**src/rtl/reand_bist_ctrl.sv**
```systemverilog
// BIST sequencer for the WIDTH-input reduction-AND gate block.
// Sweeps every input pattern and scores the gate responses.
module reand_bist_ctrl #(
    parameter int WIDTH   = 8,
    parameter int DUT_LAT = 0
) (
    input  logic             i_clk,
    input  logic             i_rst,
    input  logic             i_start,
    input  logic             i_abort,
    input  logic             i_dut_o,
    output logic [WIDTH-1:0] o_pat_out,
    output logic             o_busy,
    output logic             o_done,
    output logic             o_pass,
    output logic [WIDTH:0]   o_err_cnt,
    output logic             o_fail_seen,
    output logic [WIDTH-1:0] o_first_fail,
    output logic [15:0]      o_signature
);

    localparam logic [1:0] S_IDLE  = 2'd0;
    localparam logic [1:0] S_RUN   = 2'd1;
    localparam logic [1:0] S_DRAIN = 2'd2;
    localparam logic [1:0] S_DONE  = 2'd3;

    // Pipe is kept one deep when unused so the arrays stay legal.
    localparam int PD = (DUT_LAT == 0) ? 1 : DUT_LAT;
    localparam logic [1:0]       DRAIN_LAST = 2'(PD - 1);
    localparam logic [WIDTH-1:0] PAT_MAX    = '1;
    localparam logic [WIDTH:0]   ERR_MAX    = '1;

    logic [1:0]       r_state;
    logic [1:0]       r_drain;
    logic [WIDTH-1:0] r_pat;

    logic [PD-1:0]            r_pv;
    logic [PD-1:0]            r_pe;
    logic [PD-1:0][WIDTH-1:0] r_pp;

    logic [WIDTH:0]   r_err;
    logic             r_fail;
    logic [WIDTH-1:0] r_first;
    logic [15:0]      r_sig;

    logic             w_run;
    logic             w_go;
    logic             w_abort;
    logic             w_cmp_v;
    logic             w_cmp_e;
    logic [WIDTH-1:0] w_cmp_p;
    logic             w_miss;

    assign w_run   = (r_state == S_RUN);
    assign w_go    = (r_state == S_IDLE) && i_start && !i_abort;
    assign w_abort = i_abort && (w_run || (r_state == S_DRAIN));

    // Zero latency compares the live pattern; otherwise the pipe tail.
    assign w_cmp_v = (DUT_LAT == 0) ? w_run    : r_pv[PD-1];
    assign w_cmp_e = (DUT_LAT == 0) ? &r_pat   : r_pe[PD-1];
    assign w_cmp_p = (DUT_LAT == 0) ? r_pat    : r_pp[PD-1];
    assign w_miss  = w_cmp_v && (i_dut_o != w_cmp_e);

    // Sequencer: pattern sweep, drain countdown and done pulse.
    always_ff @(posedge i_clk) begin
        if (i_rst) begin
            r_state <= S_IDLE;
            r_pat   <= '0;
            r_drain <= '0;
        end else begin
            case (r_state)
                S_IDLE: begin
                    if (w_go) begin
                        r_pat   <= '0;
                        r_state <= S_RUN;
                    end
                end
                S_RUN: begin
                    if (i_abort) begin
                        r_state <= S_IDLE;
                    end else if (r_pat == PAT_MAX) begin
                        r_drain <= '0;
                        r_state <= (DUT_LAT == 0) ? S_DONE : S_DRAIN;
                    end else begin
                        r_pat <= r_pat + 1'b1;
                    end
                end
                S_DRAIN: begin
                    if (i_abort) begin
                        r_state <= S_IDLE;
                    end else if (r_drain == DRAIN_LAST) begin
                        r_state <= S_DONE;
                    end else begin
                        r_drain <= r_drain + 1'b1;
                    end
                end
                default: r_state <= S_IDLE;
            endcase
        end
    end

    // Expected-value pipe aligning each pattern with its late response.
    always_ff @(posedge i_clk) begin
        if (i_rst) begin
            r_pv <= '0;
            r_pe <= '0;
            r_pp <= '0;
        end else if (w_go || w_abort) begin
            r_pv <= '0;
        end else begin
            r_pv[0] <= w_run;
            r_pe[0] <= &r_pat;
            r_pp[0] <= r_pat;
            for (int i = 1; i < PD; i++) begin
                r_pv[i] <= r_pv[i-1];
                r_pe[i] <= r_pe[i-1];
                r_pp[i] <= r_pp[i-1];
            end
        end
    end

    // Result accumulation: error count, first failure, signature.
    always_ff @(posedge i_clk) begin
        if (i_rst || w_go) begin
            r_err   <= '0;
            r_fail  <= 1'b0;
            r_first <= '0;
            r_sig   <= '0;
        end else if (w_cmp_v) begin
            r_sig <= {r_sig[14:0],
                      r_sig[15] ^ r_sig[13] ^ r_sig[12] ^ r_sig[10] ^ i_dut_o};
            if (w_miss) begin
                if (r_err != ERR_MAX) begin
                    r_err <= r_err + 1'b1;
                end
                if (!r_fail) begin
                    r_fail  <= 1'b1;
                    r_first <= w_cmp_p;
                end
            end
        end
    end

    assign o_pat_out    = r_pat;
    assign o_busy       = w_run || (r_state == S_DRAIN);
    assign o_done       = (r_state == S_DONE);
    assign o_pass       = (r_err == '0);
    assign o_err_cnt    = r_err;
    assign o_fail_seen  = r_fail;
    assign o_first_fail = r_first;
    assign o_signature  = r_sig;

endmodule
```
**config.mk**
```make
export PLATFORM = sky130hd
export DESIGN_NAME = reand_bist_ctrl
export DESIGN_NICKNAME = d
export VERILOG_FILES = /design/src/rtl/reand_bist_ctrl.sv
export SDC_FILE = /design/constraint.sdc
export NUM_CORES = 1
export LEC_CHECK = 0
export ABC_AREA = 0
export BUFFER_PORTS_ARGS = -buffer_cell sky130_fd_sc_hd__buf_4
export CORE_UTILIZATION = 51
export CTS_BUF_LIST = sky130_fd_sc_hd__clkbuf_4 sky130_fd_sc_hd__clkbuf_8 sky130_fd_sc_hd__clkbuf_16
export DETAILED_ROUTE_END_ITERATION = 10
export GPL_TIMING_DRIVEN = 0
export MAX_ROUTING_LAYER = met4
export PLACE_DENSITY_LB_ADDON = 0.15
export SLEW_MARGIN = 20
export SYNTH_ARGS = -nofsm -noshare
export SYNTH_HDL_FRONTEND = slang
export SYNTH_SLANG_ARGS = --single-unit
```
**constraint.sdc**
```tcl
create_clock -name i_clk -period 4.67 [get_ports i_clk]
set_input_delay 1.1675 -clock i_clk [delete_from_list [all_inputs] [get_ports i_clk]]
set_output_delay 1.1675 -clock i_clk [all_outputs]
set_load 0.02 [all_outputs]
```
== Yosys cells after proc, flatten, opt, wreduce, memory -nomap -nowiden ==
Cells that the tools add are included.

* Bits in registers: 46
* Bits of input ports: 5
* Output and inout port bits: 45
* Logic and storage cells: 62

* Add/sub/neg operators: 3
* Equality and inequality tests: 14
* Mux-type cells: 15
* Bitwise logic cells: 5
* Reduce and logical (&&, ||, !) cells: 18

{| class="wikitable"
|+ Operators by type and width
! kind !! number
|-
| two-way mux 8 bit || 3
|-
| two-way mux 2 bit || 9
|-
| one-hot mux 8 bit (2 select lines) || 1
|-
| inequality test 2 bit (second input constant) || 5
|-
| adder 9 x 1 -> 9 bit (second input constant) || 1
|-
| zero test 9 bit || 1
|-
| inequality test 9 bit (second input constant) || 1
|-
| AND reduction 3 bit || 3
|-
| adder 8 x 1 -> 8 bit (second input constant) || 1
|-
| equality test 8 bit (second input constant) || 1
|-
| AND reduction 8 bit || 1
|-
| inequality test 3 x 2 -> 1 bit (second input constant) || 2
|-
| one-hot mux 2 bit (3 select lines) || 1
|-
| AND reduction 5 bit || 1
|-
| equality test 2 bit (second input constant) || 2
|-
| zero test 2 bit || 2
|-
| one-hot mux 2 bit (2 select lines) || 1
|-
| AND reduction 4 bit || 1
|-
| nonzero test 2 bit || 2
|-
| bitwise XOR 1 bit || 4
|-
| logical AND 1 bit || 3
|-
| adder 2 x 1 -> 2 bit (second input constant) || 1
|-
| equality test 2 x 1 -> 1 bit (second input constant) || 1
|-
| logical OR 1 bit || 2
|-
| 5 further kinds || 5
|}

== Depth between registers and ports, before layout ==
Gate-level depths: netlist of run 1.

* Word-level depth: 5
* Gate-level depth with buffers: 9
* Gate-level depth less buffers: 9

== Worst setup path before layout of run 1 ==
Ideal clock, no wire load.

* Path type: input port to flip-flop
* From: input i_dut_o
* To: register r_first[4] (netlist: o_first_fail[4])
* Library setup time: 0.128 ns
* Arrival time: 2.418 ns
* Required time: 4.542 ns
* Path slack: 2.124 ns
* Cell stages on the path: 5
* Path buffers: 1
* Path through: or3_1 buf_2 a211oi_4 mux2i_1 nor2_1

* Word-level cells in the longest chain between the ends: 3

{| class="wikitable"
|+ Ends and longest elaborated chain
! what !! line !! RTL
|-
| start: declaration || 11 || <nowiki>input logic i_dut_o,</nowiki>
|-
| inequality test 1 bit || 62 || <nowiki>assign w_miss = w_cmp_v && (i_dut_o != w_cmp_e);</nowiki>
|-
| logical AND 1 bit || 62 ||
|-
| AND reduction 3 bit (no source line) || n/a ||
|-
| end signal: assignment || 138 || <nowiki>r_first <= w_cmp_p;</nowiki>
|-
| end: declaration || 43 || <nowiki>logic [WIDTH-1:0] r_first;</nowiki>
|}

Every way passes these cells.
A chain may end at the register's enable or synchronous reset.

== Worst setup path in the final report of run 1 ==
* From: register r_pat[0] (netlist: o_pat_out[0])
* To: register r_first[4] (netlist: o_first_fail[4])

* Word-level cells in the longest chain between the ends: 4

{| class="wikitable"
|+ Ends and longest elaborated chain
! what !! line !! RTL
|-
| start: declaration || 35 || <nowiki>logic [WIDTH-1:0] r_pat;</nowiki>
|-
| start signal: assignment || 85 || <nowiki>r_pat <= r_pat + 1'b1;</nowiki>
|-
| AND reduction 8 bit || n/a ||
|-
| inequality test 1 bit || 62 ||
|-
| logical AND 1 bit || 62 ||
|-
| AND reduction 3 bit (no source line) || n/a ||
|}

Every way passes these cells.

==> results of run 1 <==
## state kept, by name, summed over array words and instances, names as in the netlist
register / count
o_err_cnt: 9
o_fail_seen: 1
o_first_fail: 8
o_pat_out: 8
o_signature: 16
r_drain: 2
r_state: 2
## cell usage in the layout (no fill, tap or decap), types with 2 or more instances in the layout
master	n
inv_1	10
xnor2_1	11
ha_1	10
or3_1	2
o2111ai_1	2
nand2b_1	2
nand3_1	5
o21ai_1	5
nor3b_1	3
nor2b_1	3
and3_1	4
nor4_1	3
clkbuf_8	5
nor3_1	2
a41oi_1	2
mux2i_1	28
nor2_1	47
dfxtp_1	46
a21oi_1	18
nand4_1	7
nand2_1	8
buf_4	49
a211oi_1	5
clkbuf_1	11
buf_2	2
## cell type report
| cell class | instances | area [um^2] |
|---|---|---|
| plain buffers | 13 | 51.3 |
| clock buffers | 5 | 68.8 |
| clock inverters | 3 | 27.5 |
| fillers | 365 | 1350 |
| inverters | 10 | 37.5 |
| multi-input cells | 177 | 1200 |
| flip-flops and latches | 46 | 921 |
| well taps | 50 | 62.6 |
| repair buffers | 49 | 368 |
## worst max-delay path, stage by stage, from the launching register on
cell and delay [ps]:
dfxtp_1 490, ha_1 310, nand4_1 230, or3_1 390
buf_2 170, a211oi_4 560, mux2i_1 260, nor2_1 50
## worst min-delay path by stage
| stage | start | end | slack [ps] | depth (start not counted) |
|---|---|---|---|---|
| floorplan | r_drain[0] | r_drain[0] | 440 | 2 |
| finish | r_drain[0] | r_drain[0] | 460 | 2 |
| global placement | r_drain[0] | r_drain[0] | 450 | 2 |
| global route | r_drain[0] | r_drain[0] | 490 | 2 |
| detailed placement | r_drain[0] | r_drain[0] | 450 | 2 |
| CTS | r_drain[0] | r_drain[0] | 460 | 2 |
## cell usage after synthesis
master / number
nor2_1: 47
dfxtp_1: 46
mux2i_1: 28
a21oi_1: 18
clkbuf_1: 11
xnor2_1: 11
ha_1: 10
inv_1: 10
nand2_1: 8
nand4_1: 7
a211oi_1: 5
nand3_1: 5
o21ai_1: 5
and3_1: 4
nor2b_1: 3
nor3b_1: 3
nor4_1: 3
a41oi_1: 2
buf_2: 2
nand2b_1: 2
nor3_1: 2
o2111ai_1: 2
or3_1: 2
a2111oi_0: 1
a2111oi_2: 1
a2111oi_4: 1
a211oi_4: 1
and2_1: 1
and4_1: 1
and4b_1: 1
nand3b_1: 1
nand4b_1: 1
or2_2: 1
## metrics by stage
step           setup WS [ps]  instance area [um^2]  hold slack, ps  utilization  std cells
5_1_grt                 1920                  2740             489        0.671        353
6_report                2090                  2740             457        0.671        353
4_1_cts                 2110                  2740             460        0.671        353
2_1_floorplan           2120                  2210             436            -        246
3_5_place_dp            1840                  2640             448        0.647        345
3_3_place_gp            1860                  2640             448        0.647        345
## per-layer routing
| metal | share of wire | GRT usage | vias to the layer above |
|---|---|---|---|
| met3 | 0.054 | 0.0450 | 3 |
| met1 | 0.48 | 0.294 | 867 |
| met5 | 0 | - | - |
| met4 | 0.0041 | 0.0547 | 0 |
| met2 | 0.46 | 0.343 | 50 |
| li1 | - | - | 970 |
## power by group
group | total (W) | leakage (nW) | switching [W] | internal [W]
combinational | 0.000187 | 0.652 | 0.000115 | 0.0000720
sequential | 0.000410 | 0.371 | 0.0000105 | 0.000400
clock | 0.000260 | 0.0467 | 0.000149 | 0.000111
total | 0.000857 | 1.07 | 0.000274 | 0.000583
## logic make-up (layout without fill, tap and decap cells)
family / Yosys count / count (layout) / share of synthesized area
XOR/XNOR: 11 / 11 / 0.0435
adder cells (fa/ha/maj): 10 / 10 / 0.0565
multiplexers: 28 / 28 / 0.127
buffers and inverters: 23 / 80 / 0.0401
AND/OR/NAND/NOR: 92 / 92 / 0.200
flip-flops: 46 / 46 / 0.416
AO/OA/AOI/OAI: 36 / 36 / 0.117
==> results.py, run 1 <==
metrics = {
    "critical_path": {
        "worstPathRequired_ps": 4860,
        "arrival_ps": 2770,
        "reg2reg_from": "o_pat_out[0]",
        "critPathMaxFanout": 8,
        "r2r_slack_ps": 2090,
        "cp-endpoint": "o_first_fail[4]",
        "startpoint": "o_pat_out[0]",
        "cp-start-kind": "flip-flop",
        "rr_worst_depth": 7,
        "timing.rr.end": "o_first_fail[4]",
        "crit_path_end_kind": "flip-flop",
        "crit_type": "flip-flop to flip-flop",
    },
    "clock_network": {
        "cts_resized": 0,
        "post-cts-setup-buffers": 0,
        "path_clk_slew_ps": 90,
        "h-tree-depth": 2,
        "cts_buffers": 5,
        "clock-sinks": 46,
        "clk_latency_ps": 300,
        "clk_path_buf_depth": 2,
        "cts_hold_buf": 0,
        "cts_tree": "yes",
        "cts-root-buf": "clkbuf_8",
    },
    "synth": {
        "yosysTopAreaCell": "dfxtp_1",
        "postSynthAreaPerCell_um2": 9.00,
        "synthDistinctLibCells": 33,
        "ys_ff_latch": 46,
        "synth.net_count": 261,
        "synth_top_area_frac": 0.416,
        "synth_area_leaders": "dfxtp_1, mux2i_1, nor2_1",
        "yosysWarnings": 0,
        "netlist_instances": 246,
        "seq_area_frac_synth": 0.416,
        "synth_area_um2": 2210,
    },
    "detailed_routing": {
        "drc": 0,
        "vias_per_cell": 5.35,
        "post_drt_wl_per_cell_um": 13.2,
        "first_pass_iters": 4,
        "final_antenna_net_count": 0,
        "vias": 1890,
        "routed_wirelength_um": 4670,
        "drtIter0Drc": 147,
    },
    "power_and_ir_drop": {
        "power.leakage_nw": 1.07,
        "cellPowerDensity_nw_per_um2": 313,
        "power.total_w": 0.000857,
        "worst_ir_drop_vdd_mv": 0.219,
    },
    "timing": {
        "slew_violations": 0,
        "fmax_mhz": 387,
        "worst_slew_pin_slew_ps": 680,
        "fin_crit_sh": 0.553,
        "max-slew-margin-rel": 0.547,
        "finalSetupTns_ps": 0,
        "setup_viol": 0,
        "finalClockSkew_ps": 9.56,
        "rsz0062_at_grt": "no",
        "hold_viol_final": 0,
        "layout_min_cycle_time_ps": 2580,
    },
    "floorplan": {
        "pin_count": 50,
        "dieArea_um2": 4610,
        "initial_core_util": 0.542,
        "core_um2": 4090,
        "die_x_um": 67.9,
        "rows": 23,
        "die_height_um": 67.9,
    },
    "grt": {
        "grt_max_degree": 18,
        "overflow": 0,
        "grt_util_all_layers": 0.221,
        "antenna_found_initial": 0,
        "grt_first_pass_wirelength_um": 7490,
        "grt_pass1_vias": 1653,
    },
    "place": {
        "io_buffers": 49,
        "place.gp.congestion": 0.795,
        "post-dp-hpwl_um": 3400,
    },
    "run": {
        "cap_viol_max_count": 0,
    },
    "finish": {
        "drive_gt1_frac": 0.208,
        "nets": 317,
        "n_antenna_cell": 0,
        "syn2layout_area_growth_pct": 23.8,
    },
    "run_status": {
        "outcome": "complete, no violations",
    },
    "worst_hold_path": {
        "min_path_type": "flip-flop to flip-flop",
    },
}
Power figures use the tool's default switching activity.
==> run 2: changes to the inputs <==
--- a/config.mk
+++ b/config.mk
@@ -7,7 +7,7 @@
 export LEC_CHECK = 0
 export ABC_AREA = 0
 export BUFFER_PORTS_ARGS = -buffer_cell sky130_fd_sc_hd__buf_4
-export CORE_UTILIZATION = 51
+export CORE_UTILIZATION = 48
 export CTS_BUF_LIST = sky130_fd_sc_hd__clkbuf_4 sky130_fd_sc_hd__clkbuf_8 sky130_fd_sc_hd__clkbuf_16
 export DETAILED_ROUTE_END_ITERATION = 10
 export GPL_TIMING_DRIVEN = 0
==> constraint.sdc (replaced) <==
create_clock -name i_clk -period 2.35 [get_ports i_clk]
set_input_delay 0.5875 -clock i_clk [delete_from_list [all_inputs] [get_ports i_clk]]
set_output_delay 0.5875 -clock i_clk [all_outputs]
set_load 0.02 [all_outputs]
==> results.py, run 2 (synthesized netlist as in run 1, its figures left out) <==
metrics = {
    "clock_network": {
        "cts_tree": "yes",
        "path_clk_slew_ps": 90,
        "clk_latency_ps": 310,
        "cts_hold_buf": 0,
        "clk_path_buf_depth": 2,
        "cts-root-buf": "clkbuf_8",
        "cts_buffers": 5,
        "clock-sinks": 46,
        "h-tree-depth": 2,
    },
    "grt": {
        "grt_first_pass_wirelength_um": 7690,
        "grt_pass1_vias": 1629,
        "overflow": 0,
        "grt_use_met3": 0.0534,
        "grtUsageMet1": 0.257,
        "antenna_found_initial": 0,
        "grt_util_all_layers": 0.202,
        "met2_usage": 0.311,
        "grt-busiest-layer": "met2",
        "grt_max_degree": 15,
    },
    "floorplan": {
        "core_um2": 4380,
        "die_height_um": 69.9,
        "rows": 24,
        "pin_count": 50,
        "dieArea_um2": 4890,
        "die_x_um": 69.9,
        "initial_core_util": 0.505,
    },
    "timing": {
        "hold_viol_final": 0,
        "worst_slew_pin_slew_ps": 668,
        "fmax_mhz": 457,
        "max-slew-margin-rel": 0.555,
        "rsz0062_at_grt": "no",
        "fin_crit_sh": 0.930,
        "finalClockSkew_ps": 7.56,
        "setup_viol": 0,
        "slew_violations": 0,
        "layout_min_cycle_time_ps": 2190,
    },
    "place": {
        "place.gp.congestion": 0.808,
        "post-dp-hpwl_um": 3400,
        "dp_cells": 347,
        "io_buffers": 49,
    },
    "run": {
        "cap_viol_max_count": 0,
    },
    "detailed_routing": {
        "first_pass_iters": 4,
        "post_drt_wl_per_cell_um": 13.1,
        "drc": 0,
        "final_antenna_net_count": 0,
        "vias": 1926,
        "drtIter0Drc": 150,
        "vias_per_cell": 5.39,
        "routed_wirelength_um": 4690,
    },
    "critical_path": {
        "r2r_slack_ps": 160,
        "rr_worst_depth": 7,
        "cp-start-kind": "flip-flop",
        "crit_path_end_kind": "flip-flop",
        "reg2reg_from": "o_pat_out[0]",
        "worstPathRequired_ps": 2530,
        "crit_type": "flip-flop to flip-flop",
        "critPathMaxFanout": 7,
        "arrival_ps": 2370,
        "timing.rr.end": "o_err_cnt[6]",
    },
    "power_and_ir_drop": {
        "power.leakage_nw": 1.09,
        "worst_ir_drop_vdd_mv": 0.384,
        "cellPowerDensity_nw_per_um2": 644,
        "power.total_w": 0.00180,
    },
    "finish": {
        "syn2layout_area_growth_pct": 26.5,
        "nets": 319,
        "fill_cells": 377,
        "drive_gt1_frac": 0.230,
        "largest_reg_flops": 16,
        "fin_cells": 357,
        "final_common_cell": "buf_4",
        "layout_common_cells": "buf_4, nor2_1, dfxtp_1",
        "n_antenna_cell": 0,
        "fin_util": 0.639,
    },
    "worst_hold_path": {
        "min_path_type": "input pin to flip-flop",
        "hold_depth": 2,
        "hp-start": "i_rst",
        "hold_path_end": "o_pat_out[2]",
    },
    "run_status": {
        "outcome": "complete, no violations",
    },
}
[run 2: final cells by class]
class / instances / area, um^2 / area share
Sequential cell: 46 / 923 / 0.330
Clock inverter: 2 / 37.5 / 0.0134
Multi-Input combinational cell: 177 / 1210 / 0.432
Timing Repair Buffer: 52 / 403 / 0.144
Tap cell: 52 / 65.1 / 0.0232
Buffer: 12 / 47.5 / 0.0170
Inverter: 10 / 37.5 / 0.0134
Clock buffer: 6 / 76.3 / 0.0273
[run 2: how the worst max path moves through the flow]
stage	start	end	slack, ps	depth (start not counted)
3_3_place_gp	o_pat_out[0]	o_first_fail[4]	-130	7
4_1_cts	o_pat_out[0]	o_pat_out[5]	5	7
5_1_grt	o_pat_out[0]	o_first_fail[1]	10	8
3_5_place_dp	o_pat_out[0]	o_first_fail[4]	-140	7
6_report	o_pat_out[0]	o_err_cnt[6]	160	7
2_1_floorplan	o_pat_out[0]	o_first_fail[4]	20	7
[run 2: metal layers]
layer / part of all wire / up-vias
met5: 0 / -
met4: 0.015 / 0
met3: 0.049 / 7
met2: 0.47 / 48
met1: 0.46 / 894
li1: - / 977
[run 2: critical path: stages, from the launching register on]
cell and delay (ps):
dfxtp_2 410, ha_2 240, nand4_1 190, or3_1 380, buf_2 180, a2111oi_2 430, xnor2_1 170, nor2_1 50
[run 2: timing repair]
item / CTS / global route
gates resized for setup: 0 / 4
buffers inserted: 1 / 2
pin swaps: 1 / 2
endpoints found under the setup margin: 8 / 17
cloned: 0 / 0
[run 2: per-stage QoR]
| step | hold slack [ps] | instance area, um^2 | setup WS [ps] | TNS [ps] |
|---|---|---|---|---|
| final | 453 | 2800 | 163 | 0 |
| after global routing | 448 | 2800 | 13.2 | 0 |
| after CTS | 445 | 2780 | 4.58 | 0 |
| after detailed placement | 456 | 2650 | -139 | -1080 |
| after global placement | 446 | 2650 | -131 | -969 |
| after floorplan | 436 | 2210 | 22.4 | 0 |
[run 2: where the power goes]
group,switching (W),leakage (nW),internal (W)
Sequential,0.0000219,0.372,0.000795
Clock,0.000270,0.0548,0.000329
Combinational,0.000229,0.667,0.000158
==> run 3: changes to the inputs <==
--- a/config.mk
+++ b/config.mk
@@ -8,7 +8,7 @@
 export ABC_AREA = 0
 export BUFFER_PORTS_ARGS = -buffer_cell sky130_fd_sc_hd__buf_4
 export CORE_UTILIZATION = 48
-export CTS_BUF_LIST = sky130_fd_sc_hd__clkbuf_4 sky130_fd_sc_hd__clkbuf_8 sky130_fd_sc_hd__clkbuf_16
+export CTS_BUF_LIST = sky130_fd_sc_hd__clkbuf_8 sky130_fd_sc_hd__clkbuf_16
 export DETAILED_ROUTE_END_ITERATION = 10
 export GPL_TIMING_DRIVEN = 0
 export MAX_ROUTING_LAYER = met4
==> results.py, run 3 (synthesized netlist as in run 1, its figures left out) <==
metrics = {
    "run_status": {
        "outcome": "complete, no violations",
    },
    "clock_network": {
        "h-tree-depth": 2,
        "cts_buffers": 5,
        "cts-root-buf": "clkbuf_8",
        "clk_path_buf_depth": 2,
        "cts_hold_buf": 0,
        "clock-sinks": 46,
        "path_clk_slew_ps": 90,
        "clk_latency_ps": 310,
        "cts_tree": "yes",
    },
    "timing": {
        "setup_viol": 0,
        "layout_min_cycle_time_ps": 2190,
        "fin_crit_sh": 0.932,
        "worst_slew_pin_slew_ps": 668,
        "slew_violations": 0,
        "hold_viol_final": 0,
        "rsz0062_at_grt": "no",
        "max-slew-margin-rel": 0.555,
        "fmax_mhz": 457,
        "finalClockSkew_ps": 8.05,
    },
    "critical_path": {
        "path_cells": "ha_2 > nand4_1 > or3_1 > buf_2 > a2111oi_2 > xnor2_1 > nor2_1",
        "crit_type": "flip-flop to flip-flop",
        "critPathMaxStageDelay_ps": 430,
        "critPathMaxFanout": 7,
        "slowest_stage": "a2111oi_2",
        "cp-start-kind": "flip-flop",
        "crit_path_end_kind": "flip-flop",
        "worstPathRequired_ps": 2530,
        "arrival_ps": 2370,
        "reg2reg_from": "o_pat_out[0]",
        "startpoint": "o_pat_out[0]",
    },
    "place": {
        "post-dp-hpwl_um": 3400,
        "dp_cells": 347,
        "io_buffers": 49,
        "place.gp.congestion": 0.808,
    },
    "grt": {
        "grt-busiest-layer": "met2",
        "grt_max_degree": 15,
        "antenna_found_initial": 0,
        "overflow": 0,
        "grt_pass1_vias": 1631,
        "grt_use_met3": 0.0534,
        "grt_first_pass_wirelength_um": 7700,
        "grtUsageMet1": 0.258,
        "grt_util_all_layers": 0.203,
        "met2_usage": 0.311,
    },
    "floorplan": {
        "core_um2": 4380,
        "pin_count": 50,
        "dieArea_um2": 4890,
        "die_x_um": 69.9,
        "initial_core_util": 0.505,
        "die_height_um": 69.9,
        "rows": 24,
    },
    "finish": {
        "fill_cells": 380,
        "fin_cells": 357,
        "syn2layout_area_growth_pct": 26.3,
        "n_antenna_cell": 0,
        "final_common_cell": "buf_4",
        "fin_util": 0.638,
        "layout_common_cells": "buf_4, nor2_1, dfxtp_1",
        "nets": 319,
        "largest_reg_flops": 16,
        "drive_gt1_frac": 0.226,
    },
    "detailed_routing": {
        "drc": 0,
        "vias_per_cell": 5.40,
        "drtIter0Drc": 119,
        "routed_wirelength_um": 4690,
        "final_antenna_net_count": 0,
        "first_pass_iters": 4,
        "post_drt_wl_per_cell_um": 13.1,
        "vias": 1928,
    },
    "worst_hold_path": {
        "hp-start": "i_rst",
        "min_path_type": "input pin to flip-flop",
    },
    "run": {
        "cap_viol_max_count": 0,
    },
    "power_and_ir_drop": {
        "worst_ir_drop_vdd_mv": 0.383,
        "power.leakage_nw": 1.09,
        "cellPowerDensity_nw_per_um2": 639,
        "power.total_w": 0.00179,
    },
}
run 3: cell types whose count changed in the layout (fill, tap and decap cells not counted):
cell	before	now
clkbuf_4	1	0
inv_1	10	11
run 3: where the power goes:
group / internal [W] / switching [W] / total, W
registers: 0.000795 / 0.0000220 / 0.000817
clock network: 0.000313 / 0.000270 / 0.000583
logic: 0.000158 / 0.000228 / 0.000387
total: 0.00127 / 0.000521 / 0.00179
run 3: worst max-delay path, delay by kind of cell (launching register included):
kind | cells | cell delay [ps]
AO/OA/AOI/OAI | 1 | 430
XOR/XNOR | 1 | 170
adder cells (fa/ha/maj) | 1 | 240
buffers and inverters | 1 | 180
flip-flops | 1 | 410
AND/OR/NAND/NOR | 3 | 630
run 3: area by class of cell:
cell class | count | area [um^2] | area share
multi-input cells | 177 | 1210 | 0.433
flip-flops and latches | 46 | 923 | 0.330
repair buffers | 52 | 403 | 0.144
clock buffers | 5 | 68.8 | 0.0246
well taps | 52 | 65.1 | 0.0233
plain buffers | 12 | 47.5 | 0.0170
clock inverters | 3 | 41.3 | 0.0148
inverters | 10 | 37.5 | 0.0134
run 3: per-layer routing:
metal	share of wire	vias up
met3	0.046	7
met4	0.015	0
li1	-	979
met1	0.46	895
met5	0	-
met2	0.47	47
run 3: through the flow:
stage / setup WS (ps) / setup TNS [ps] / hold WS (ps) / cell area [um^2]
floorplan: 22.4 / 0 / 436 / 2210
global placement: -131 / -969 / 446 / 2650
detailed placement: -139 / -1080 / 456 / 2650
CTS: 4.15 / 0 / 444 / 2780
global route: 13.0 / 0 / 446 / 2800
finish: 160 / 0 / 452 / 2800
run 3: timing repair:
item / in CTS / in global routing
hold endpoints to repair: 0 / 0
setup endpoints to repair: 8 / 17
gates resized for setup: 0 / 4
buffers inserted: 1 / 2
pin swaps: 1 / 2
run 3: final timing paths:
path | depth (start not counted) | to | slack (ps)
worst max-delay path | 7 | o_err_cnt[6] | 160
worst min-delay path | 2 | o_pat_out[4] | 450
worst max register to register | 7 | o_err_cnt[6] | 160
worst min register to register | 2 | r_drain[0] | 460
